## src/rtl/key_debounce_reader_if.sv

```systemverilog
// Key pin and debounced event bundle between board pins and application logic.
interface key_debounce_reader_if #(
  parameter int KEY_NUM = 4
);
  logic [KEY_NUM-1:0] key_in;
  logic [KEY_NUM-1:0] key_level;
  logic [KEY_NUM-1:0] key_press;
  logic [KEY_NUM-1:0] key_release;
  logic [KEY_NUM-1:0] key_long;

  modport master (output key_in, input key_level, key_press, key_release, key_long);
  modport slave  (input key_in, output key_level, key_press, key_release, key_long);
endinterface

```

## src/rtl/key_debounce_reader.sv

```systemverilog
// Per-key synchroniser, debounce FSM and hold timer; one lane instance per key.
module key_db_lane #(
  parameter bit ACT_LOW  = 1'b1,
  parameter int DB_CNT   = 240_000,
  parameter int LONG_CNT = 12_000_000
) (
  input  logic clk,
  input  logic rst,
  input  logic pin,
  output logic level,
  output logic press,
  output logic rel,
  output logic lng
);
  localparam int DW = $clog2(DB_CNT);
  localparam int HW = $clog2(LONG_CNT);
  localparam logic [DW-1:0] DB_LAST   = DW'(DB_CNT - 1);
  localparam logic [HW-1:0] LONG_LAST = HW'(LONG_CNT - 1);

  typedef enum logic [2:0] {IDLE, PRESS_DB, PRESSED, LONG_HELD, RELEASE_DB} state_t;

  state_t        state, state_n;
  logic [DW-1:0] dcnt, dcnt_n;
  logic [HW-1:0] hcnt, hcnt_n;
  logic          from_long, from_long_n;
  logic          level_n, press_n, rel_n, lng_n;
  logic          sync1, sync2;
  logic          act;

  // Synchroniser idles at the released pin level so reset never looks like a press.
  always_ff @(posedge clk or posedge rst) begin
    if (rst) begin
      sync1 <= ACT_LOW;
      sync2 <= ACT_LOW;
    end else begin
      sync1 <= pin;
      sync2 <= sync1;
    end
  end

  assign act = sync2 ^ ACT_LOW;

  always_ff @(posedge clk or posedge rst) begin
    if (rst) begin
      state     <= IDLE;
      dcnt      <= '0;
      hcnt      <= '0;
      from_long <= 1'b0;
      level     <= 1'b0;
      press     <= 1'b0;
      rel       <= 1'b0;
      lng       <= 1'b0;
    end else begin
      state     <= state_n;
      dcnt      <= dcnt_n;
      hcnt      <= hcnt_n;
      from_long <= from_long_n;
      level     <= level_n;
      press     <= press_n;
      rel       <= rel_n;
      lng       <= lng_n;
    end
  end

  always_comb begin
    state_n     = state;
    dcnt_n      = dcnt;
    hcnt_n      = hcnt;
    from_long_n = from_long;
    level_n     = level;
    press_n     = 1'b0;
    rel_n       = 1'b0;
    lng_n       = 1'b0;
    case (state)
      IDLE: if (act) begin
        state_n = PRESS_DB;
        dcnt_n  = '0;
      end
      PRESS_DB: begin
        if (!act) state_n = IDLE;
        else if (dcnt == DB_LAST) begin
          state_n = PRESSED;
          level_n = 1'b1;
          press_n = 1'b1;
          hcnt_n  = '0;
        end else dcnt_n = dcnt + DW'(1);
      end
      PRESSED: begin
        // A release bounce leaves hcnt frozen; it resumes on return.
        if (!act) begin
          state_n     = RELEASE_DB;
          dcnt_n      = '0;
          from_long_n = 1'b0;
        end else if (hcnt == LONG_LAST) begin
          state_n = LONG_HELD;
          lng_n   = 1'b1;
        end else hcnt_n = hcnt + HW'(1);
      end
      LONG_HELD: if (!act) begin
        state_n     = RELEASE_DB;
        dcnt_n      = '0;
        from_long_n = 1'b1;
      end
      RELEASE_DB: begin
        if (act) state_n = from_long ? LONG_HELD : PRESSED;
        else if (dcnt == DB_LAST) begin
          state_n = IDLE;
          level_n = 1'b0;
          rel_n   = 1'b1;
        end else dcnt_n = dcnt + DW'(1);
      end
      default: state_n = IDLE;
    endcase
  end
endmodule

module key_debounce_reader #(
  parameter int KEY_NUM        = 4,
  parameter bit KEY_ACTIVE_LOW = 1'b1,
  parameter int DB_CNT         = 240_000,
  parameter int LONG_CNT       = 12_000_000
) (
  input logic clk,
  input logic rst,
  key_debounce_reader_if.slave kif
);
  for (genvar i = 0; i < KEY_NUM; i++) begin : g_lane
    key_db_lane #(
      .ACT_LOW (KEY_ACTIVE_LOW),
      .DB_CNT  (DB_CNT),
      .LONG_CNT(LONG_CNT)
    ) u_lane (
      .clk  (clk),
      .rst  (rst),
      .pin  (kif.key_in[i]),
      .level(kif.key_level[i]),
      .press(kif.key_press[i]),
      .rel  (kif.key_release[i]),
      .lng  (kif.key_long[i])
    );
  end
endmodule

```

## src/flat_wrapper.sv

```systemverilog
// flat-port wrapper written by rule: the top's interface ports become plain ports
module key_debounce_reader_flat 
#(
  parameter int KEY_NUM        = 4,
  parameter bit KEY_ACTIVE_LOW = 1'b1,
  parameter int DB_CNT         = 240_000,
  parameter int LONG_CNT       = 12_000_000
)
  (clk, rst, kif_key_in, kif_key_level, kif_key_press, kif_key_release, kif_key_long);
  key_debounce_reader_if #(.KEY_NUM(KEY_NUM)) kif_i ();
  input logic clk;
  input logic rst;
  input wire logic [$bits(kif_i.key_in)-1:0] kif_key_in;
  output wire logic [$bits(kif_i.key_level)-1:0] kif_key_level;
  output wire logic [$bits(kif_i.key_press)-1:0] kif_key_press;
  output wire logic [$bits(kif_i.key_release)-1:0] kif_key_release;
  output wire logic [$bits(kif_i.key_long)-1:0] kif_key_long;
  assign kif_i.key_in = kif_key_in;
  assign kif_key_level = kif_i.key_level;
  assign kif_key_press = kif_i.key_press;
  assign kif_key_release = kif_i.key_release;
  assign kif_key_long = kif_i.key_long;
  key_debounce_reader #(.KEY_NUM(KEY_NUM), .KEY_ACTIVE_LOW(KEY_ACTIVE_LOW), .DB_CNT(DB_CNT), .LONG_CNT(LONG_CNT)) u_core (.clk(clk), .rst(rst), .kif(kif_i));
endmodule
```

## config.mk

```make
export PLATFORM = sky130hd
export DESIGN_NAME = key_debounce_reader_flat
export DESIGN_NICKNAME = d
export VERILOG_FILES = /design/src/rtl/key_debounce_reader_if.sv /design/src/rtl/key_debounce_reader.sv /design/src/flat_wrapper.sv
export SDC_FILE = /design/constraint.sdc
export NUM_CORES = 1
export LEC_CHECK = 0
export CAP_MARGIN = 20
export CORE_ASPECT_RATIO = 0.9
export CORE_UTILIZATION = 50
export CTS_BUF_LIST = sky130_fd_sc_hd__clkbuf_16
export CTS_CLUSTER_DIAMETER = 120
export CTS_CLUSTER_SIZE = 24
export DETAILED_ROUTE_END_ITERATION = 6
export GPL_TIMING_DRIVEN = 1
export PLACE_DENSITY_LB_ADDON = 0.15
export SETUP_SLACK_MARGIN = 0.15
export SYNTH_ARGS = -nofsm -noshare
export SYNTH_HDL_FRONTEND = slang
export SYNTH_SLANG_ARGS = --single-unit
```

## constraint.sdc

```tcl
create_clock -name clk -period 9.6 [get_ports clk]
set_input_delay 2.4 -clock clk [delete_from_list [all_inputs] [get_ports clk]]
set_output_delay 2.4 -clock clk [all_outputs]
set_load 0.005 [all_outputs]
```

=== Yosys cells after proc, flatten, opt, wreduce, memory -nomap -nowiden ===
Cells that the tools add are included.

* Bits in registers: 208
* Output and inout port bits: 16

* Mux-type cells: 148
* Equal/unequal tests: 76
* Add/sub/neg operators: 8
* Reduce and logical (&&, ||, !) cells: 44

{| class="wikitable"
|+ Operator list
! kind !! number
|-
| $mux 24 || 16
|-
| $mux 18 || 20
|-
| $pmux 18 s4 || 4
|-
| $pmux 24 s2 || 4
|-
| $add 24x1->24 const B || 4
|-
| $eq 24x24->1 const B || 4
|-
| $mux 3 || 32
|-
| $reduce_and 5->1 || 16
|-
| $add 18x1->18 const B || 4
|-
| $eq 18x18->1 const B || 4
|-
| $ne 2x2->1 const B || 36
|-
| $mux 1 || 60
|-
| $pmux 3 s5 || 4
|-
| $ne 3x3->1 const B || 12
|-
| $eq 3x2->1 const B || 8
|-
| $reduce_bool 2->1 || 12
|-
| $pmux 1 s2 || 8
|-
| $reduce_bool 4->1 || 4
|-
| $eq 3x1->1 const B || 4
|-
| $eq 3x3->1 const B || 4
|-
| $logic_not 3->1 || 4
|-
| $reduce_and 3->1 || 4
|-
| $ne 2x1->1 const B || 4
|-
| $reduce_or 2->1 || 4
|}

=== Longest topological paths before layout ===
Gate-level depths: netlist of the first run.

* Word-level depth: 4
* Depth in mapped cells: 8
* Mapped depth without buffers: 6

=== Modules after synthesis ===
Synthesis of the first run repeated with hierarchy kept, for this count alone.

* Cell total of the unflattened synthesis: 1308
* Area, all modules: 11691.2 µm²

{| class="wikitable"
|+ By module, submodules not included
! module !! cells an instance !! instances !! sequential area each (µm²) !! area each (µm²)
|-
| key_db_lane (u_core.g_lane[0].u_lane ...) || 325 || 3 || 1303.8 || 2881.5
|-
| key_db_lane (u_core.g_lane[3].u_lane) || 333 || 1 || 1303.8 || 3046.7
|}

=== Worst setup path before layout of the first run ===
OpenSTA, ideal clock, no wires.

* Path kind: register to output
* Start: reg u_core.g_lane[1].u_lane.level
* End: out kif_key_level[1]
* Arrival: 494 ps
* Slack: 6706 ps
* Cell stages (with the launch flop): 2
* Cell sequence: dfrtp_1 > buf_4

{| class="wikitable"
|+ RTL lines
! what !! RTL line !! RTL
|-
| start: declaration || key_debounce_reader.sv:10 || <nowiki>output logic level,</nowiki>
|-
| start signal: assignment || key_debounce_reader.sv:58 || <nowiki>level <= level_n;</nowiki>
|-
| end: declaration || flat_wrapper.sv:14 || <nowiki>output wire logic [$bits(kif_i.key_level)-1:0] kif_key_level;</nowiki>
|}

No word-level cell between the ends.

==> run_results.csv, run 1 <==
group,metric,value,unit
run_status,status,"finished, final reports clean",
cts,cts_max_path_buffers,3,
sta,tightest_slew,1.030,ns
detailed_routing,first_pass_iters,5,
die,die_x,164.7,um
sta,fin_setup_tns,0,ns
cts,numCtsBuffers,12,
setup_path,endpoint,"u_core.g_lane[3].u_lane.dcnt[10]",
detailed_routing,wl,26190,um
die,ios,22,
worst_hold_path,hold_class,"flop to flop",
cts,clk_latency,0.49,ns
detailed_routing,antenna_left,0,
power_and_ir_drop,cellInternalPower,0.001156,W
cts,clkSinkCount,208,
sta,hold_viol,0,
detailed_routing,num_vias,10100,
power_and_ir_drop,p_comb_frac,0.049,
detailed_routing,drt_iter0_markers,873,
setup_path,cpPeakStageDelay,0.85,ns
setup_path,required,10.10,ns
sta,setup_viol,0,
power_and_ir_drop,p_per_area,120.9,nW/um^2
sta,maxClockFrequency,250.2,MHz
global_route,grt_max_degree,137,
cts,postCtsSetupBuffers,0,
sta,rsz0062_at_grt,"no",
placed_design,gp_congestion,0.8548,
setup_path,ff2ff_path_depth,5,
die,core,23340,sq um
cts,cts_tree,"yes",
power_and_ir_drop,p_leak,5.350,nW
yosys,synth_edf_count,0,
setup_path,critPathLaunchType,"primary input",
detailed_routing,drt-wirelength-per-cell,16.52,um
layout,layout_common_cells,"dfrtp_1, nand2_1, nand3_1",
yosys,seq_area_frac_synth,0.4380,
setup_path,path_class,"primary input to async pin",
die,die_h,148.4,um
power_and_ir_drop,p_sw_frac,0.2388,
die,start_util,0.5101,
cts,clk_pin_slew,0.10,ns
yosys,synth_fp_nets,1316,
global_route,grt_use_total,0.2193,
layout,synthToLayoutAreaGrowth,5.496,%
power_and_ir_drop,sequentialPowerShare,0.592,
setup_path,endpoint_kind,"async pin",
placed_design,io_buffers,21,
run,drv_cap,0,
power_and_ir_drop,clkPwrFrac,0.359,
detailed_routing,vias_per_cell,6.365,
global_route,overflow,0,
cts,cts_resized,0,
global_route,grt_pass1_vias,9286,
yosys,synth_cell_types,86,
setup_path,setup.worst_path.start,"rst",
setup_path,arrival,4.50,ns
die,num_rows,53,
global_route,antenna_found_initial,0,
layout,layout_commonest_cell,"dfrtp_1",
setup_path,crit_slowest_cell,"buf_4",
placed_design,dp_hpwl,17340,um
cts,clk_root_buffer_cell,"clkbuf_16",
detailed_routing,drc,0,
yosys,synth_area,11910,sq um
yosys,postSynthCellCount,1302,
yosys,avgSynthCellArea,9.145,sq um
setup_path,crit_path_max_fanout,136,
sta,fin_crit,3.996,ns
power_and_ir_drop,switchingPower,0.0003626,W
layout,fin_nets,1292,
yosys,ys_warn_count,0,
cts,cts_hold_buf,0,
setup_path,regToRegStartpoint,"u_core.g_lane[0].u_lane.sync2",
die,die_area,24430,sq um
sta,slew_headroom,0.3108,
setup_path,r2r_slack,6.74,ns
yosys,ys.flop_type,"dfrtp_1",
yosys,async_reset_ff_frac,1.000,
sta,slew_viol_final,0,
yosys,synth_seq_cells,208,
cts,htree_num_levels,1,
power_and_ir_drop,max-vdd-ir-drop,0.1253,mV
sta,skew,0.02359,ns
setup_path,r2r_end,"u_core.g_lane[0].u_lane.dcnt[14]",
sta,final.period_utilization,0.4163,
layout,n_antenna_cell,0,
global_route,grt_pass1_wl,45020,um
setup_path,crit_path_cell_trace,"clkdlybuf4s50_1 -> inv_8 -> buf_4",
layout,drive_gt1_frac,0.05218,
layout,fill_cells,2146,
sta,holdWs,0.3598,ns
==> registers in the layout, summed over array words and instances (netlist names) <==
name and cells:
u_core.g_lane.u_lane.hcnt 96, u_core.g_lane.u_lane.dcnt 72, u_core.g_lane.u_lane.state 12, u_core.g_lane.u_lane.from_long 4, u_core.g_lane.u_lane.level 4, u_core.g_lane.u_lane.lng 4
u_core.g_lane.u_lane.press 4, u_core.g_lane.u_lane.rel 4, u_core.g_lane.u_lane.sync1 4, u_core.g_lane.u_lane.sync2 4
==> metrics by stage <==
| step | instances | cell area, sq um | setup slack [ns] | util | total power, W |
|---|---|---|---|---|---|
| after CTS | 1585 | 12550 | 5.464 | 0.5378 | 0.001539 |
| after detailed placement | 1565 | 12200 | 4.954 | 0.5225 | 0.0009914 |
| after global placement | 1565 | 12200 | 4.943 | 0.5225 | 0.0009903 |
| final | 1586 | 12560 | 5.604 | 0.5381 | 0.001518 |
| after global routing | 1586 | 12560 | 5.207 | 0.5381 | 0.001580 |
| after floorplan | 1302 | 11910 | 1.532 | - | 0.0009701 |
==> per-layer routing <==
layer	track usage	part of all wire	up-vias
met4	0.04128	0.014	0
met3	0.02342	0.030	25
met2	0.3494	0.45	180
met1	0.3242	0.51	4960
met5	0	0	-
li1	-	-	4930
==> cell families after synthesis <==
logic type | synth area share
xor+xnor | 0.01471
flops | 0.4380
simple gates | 0.2909
fa+ha+maj | 0.008407
compound gates | 0.1968
buf+inv | 0.03793
mux | 0.01324
==> worst min-delay path by stage <==
stage,slack (ns),cells past startpoint,endpoint,start
floorplan,0.35,0,u_core.g_lane[0].u_lane.sync2,u_core.g_lane[0].u_lane.sync1
global placement,0.35,0,u_core.g_lane[3].u_lane.sync2,u_core.g_lane[3].u_lane.sync1
detailed placement,0.35,0,u_core.g_lane[3].u_lane.sync2,u_core.g_lane[3].u_lane.sync1
CTS,0.36,0,u_core.g_lane[3].u_lane.sync2,u_core.g_lane[3].u_lane.sync1
global route,0.36,0,u_core.g_lane[0].u_lane.sync2,u_core.g_lane[0].u_lane.sync1
finish,0.36,0,u_core.g_lane[0].u_lane.sync2,u_core.g_lane[0].u_lane.sync1
==> cell type report <==
cell class                 count  area, sq um  share of cell area
clock buffer                  13        325.3             0.02590
sequential                   208         5215              0.4152
tap                          302        377.9             0.03008
timing repair buffer          26        247.7             0.01972
clock inverter                 7        31.28            0.002490
multi-input combinational    999         6240              0.4968
inverter                      31        123.9            0.009862
==> worst max-delay path: cells and delay by family <==
kind | cells | cell delay, ns
buffers and inverters | 3 | 1.99
==> synthesized netlist by cell type, types with 9 or more instances <==
cell type  instances  area [sq um]
a21oi_1           60         300.3
nand4_1           49         306.5
buf_2             19         95.09
a211o_1           25         219.0
a21o_1            13         97.59
nand2b_1          18         112.6
or3_1             18         112.6
nor3_1            51         255.2
and4_1            20         175.2
a22o_1            13         113.9
mux2i_1            9         90.09
o21ai_0           69         345.3
nand3_1           97         485.5
a31oi_1           32         200.2
and3_1            54         337.8
o211ai_1          10         75.07
nor4_1            27         168.9
nor2b_1            9         56.30
buf_4             17         127.6
o31ai_1           32         240.2
nand2_1          113         424.2
inv_1             29         108.9
and2_1            12         75.07
xnor2_1           12         105.1
a221o_1            9         90.09
or4_1             22         165.2
clkbuf_1          27         101.4
nor2_1            75         281.5
dfrtp_1          200          5005
==> power by group through the flow <==
stage	sequential (W)	clock [W]	combinational [W]
2_1_floorplan	0.000912	0	0.0000584
3_3_place_gp	0.000916	0	0.0000740
3_5_place_dp	0.000916	0	0.0000749
4_1_cts	0.000899	0.000564	0.0000752
5_1_grt	0.000902	0.000593	0.0000850
6_report	0.000900	0.000545	0.0000739
(Power assumes the default switching activity.)
==> run 2, diff against run 1 <==
Clock period 9.6 ns to 3.49 ns, I/O delays scaled along.
==> run 2 against run 1 <==
Critical endpoint is now u_core.g_lane[0].u_lane.hcnt[13]. Final cell count up 0.63%. Hold slack worse by 0.011 ns. Design area up 0.67%. Combinational power rose to 2.9 times the previous value. Via count down 0.24%. Critical path depth up 2. Clock power rose to 2.7 times the previous value. Clock skew down 0.0046 ns. Clock-buffer cell count unchanged. Sequential power rose to 2.7 times the previous value. Wire length down 0.96%. Register-to-register slack worse by 6.0 ns.
==> run_results.csv, run 2 (synthesized netlist as in run 1, its figures left out) <==
group,metric,value,unit
run_status,status,"finished, final reports clean",
sta,tightest_slew,0.9691,ns
global_route,antenna_found_initial,0,
layout,n_antenna_cell,0,
cts,numCtsBuffers,12,
run,drv_cap,0,
global_route,grt_use_total,0.2175,
cts,cts_hold_buf,0,
die,num_rows,53,
power_and_ir_drop,p_per_area,329.8,nW/um^2
cts,clk_pin_slew,0.10,ns
detailed_routing,wl,25940,um
layout,design_area,12640,sq um
cts,htree_num_levels,1,
layout,synthToLayoutAreaGrowth,6.200,%
cts,postCtsSetupBuffers,0,
cts,clk_root_buffer_cell,"clkbuf_16",
setup_path,critPathLaunchType,"flop",
power_and_ir_drop,cellInternalPower,0.003185,W
placed_design,dp_hpwl,17670,um
detailed_routing,vias_per_cell,6.310,
detailed_routing,antenna_left,0,
placed_design,dp_cells,1576,
worst_hold_path,holdPathEnd,"u_core.g_lane[0].u_lane.sync2",
layout,drive_gt1_frac,0.05951,
placed_design,gp_congestion,0.8428,
layout,fin_util,0.5417,
detailed_routing,drc,0,
sta,slew_headroom,0.3504,
cts,clk_latency,0.48,ns
die,die_h,148.4,um
layout,layout_commonest_cell,"dfrtp_1",
setup_path,r2r_slack,0.70,ns
sta,fin_crit,2.787,ns
setup_path,r2r_end,"u_core.g_lane[0].u_lane.hcnt[13]",
sta,slew_viol_final,0,
sta,hold_viol,0,
power_and_ir_drop,max-vdd-ir-drop,0.3261,mV
detailed_routing,drt_iter0_markers,900,
power_and_ir_drop,sequentialPowerShare,0.593,
sta,skew,0.01900,ns
placed_design,placed_cell_area,12290,sq um
global_route,grt_pass1_vias,9237,
setup_path,path_class,"flop to flop",
setup_path,required,3.86,ns
die,start_util,0.5101,
die,ios,22,
sta,final.period_utilization,0.7986,
cts,cts_max_path_buffers,3,
layout,fin_nets,1302,
setup_path,endpoint_kind,"flop",
setup_path,ff2ff_path_depth,5,
detailed_routing,first_pass_iters,5,
sta,fin_setup_tns,0,ns
global_route,grt_max_degree,86,
setup_path,setup.worst_path.start,"u_core.g_lane[0].u_lane.state[1]",
die,core,23340,sq um
die,die_area,24430,sq um
global_route,overflow,0,
worst_hold_path,hold_class,"flop to flop",
sta,rsz0062_at_grt,"no",
layout,final_cells,1596,
power_and_ir_drop,p_leak,5.399,nW
setup_path,arrival,3.16,ns
sta,setup_viol,0,
worst_hold_path,hp-start,"u_core.g_lane[0].u_lane.sync1",
power_and_ir_drop,clkPwrFrac,0.356,
layout,layout_common_cells,"dfrtp_1, nand2_1, nand3_1",
worst_hold_path,hold_depth,0,
power_and_ir_drop,switchingPower,0.0009858,W
layout,largest_reg_flops,96,
global_route,grt_pass1_wl,44870,um
cts,cts_resized,0,
sta,maxClockFrequency,358.8,MHz
detailed_routing,num_vias,10070,
die,die_x,164.7,um
setup_path,regToRegStartpoint,"u_core.g_lane[0].u_lane.state[1]",
cts,clkSinkCount,208,
placed_design,io_buffers,21,
setup_path,crit_path_max_fanout,17,
layout,top_regs,"u_core.g_lane.u_lane.hcnt: 96 flops, u_core.g_lane.u_lane.dcnt: 72 flops, u_core.g_lane.u_lane.state: 12 flops",
sta,holdWs,0.3487,ns
detailed_routing,drt-wirelength-per-cell,16.25,um
layout,top_register,"u_core.g_lane.u_lane.hcnt",
cts,cts_tree,"yes",
power_and_ir_drop,p_sw_frac,0.2364,
power_and_ir_drop,p_comb_frac,0.051,
run 2: changes by cell type in the layout (fill, tap and decap cells not counted):
cell | previous run | this run
inv_8 | 1 | 0
o21ai_0 | 68 | 69
buf_4 | 5 | 14
clkinvlp_4 | 0 | 1
o21ai_1 | 2 | 1
buf_12 | 0 | 1
run 2: power by group through the flow:
| stage | logic (W) | registers, W | clock network (W) |
|---|---|---|---|
| after global placement | 0.000213 | 0.00252 | 0 |
| final | 0.000211 | 0.00247 | 0.00149 |
| after detailed placement | 0.000215 | 0.00252 | 0 |
| after floorplan | 0.000161 | 0.00251 | 0 |
| after global routing | 0.000243 | 0.00248 | 0.00164 |
| after CTS | 0.000217 | 0.00247 | 0.00156 |
run 2: worst max path at each step:
stage	end	depth (start not counted)
2_1_floorplan	u_core.g_lane[0].u_lane.dcnt[0]	1
3_3_place_gp	u_core.g_lane[0].u_lane.hcnt[13]	5
3_5_place_dp	u_core.g_lane[0].u_lane.hcnt[13]	5
4_1_cts	u_core.g_lane[0].u_lane.hcnt[13]	5
5_1_grt	u_core.g_lane[0].u_lane.hcnt[13]	5
6_report	u_core.g_lane[0].u_lane.hcnt[13]	5
run 2: layer usage:
metal | routed length, um | GRT usage | vias to the layer above
met1 | 13160 | 0.3322 | 4897
met2 | 11560 | 0.3351 | 193
met3 | 883 | 0.02287 | 22
met4 | 342 | 0.03991 | 0
met5 | 0 | 0 | -
li1 | - | - | 4959
run 2: final cells by class:
type / instances / area, sq um
fill: 2113 / 10700
multi-input combinational: 999 / 6240
sequential: 208 / 5215
tap: 302 / 377.9
timing repair buffer: 36 / 335.3
clock buffer: 13 / 325.3
inverter: 31 / 120.1
clock inverter: 7 / 31.28
run 2: through the flow:
stage	total power, W	setup WS, ns
finish	0.004171	0.7030
global placement	0.002732	0.7670
CTS	0.004246	0.7087
detailed placement	0.002736	0.7334
floorplan	0.002669	-0.07620
global route	0.004360	0.5569
run 2: worst max-delay path, stage by stage (launching register included):
cell	delay, ns
dfrtp_1	0.56
or3b_1	0.54
or2_0	0.47
a21oi_4	0.46
a21oi_2	0.23
a221o_1	0.41
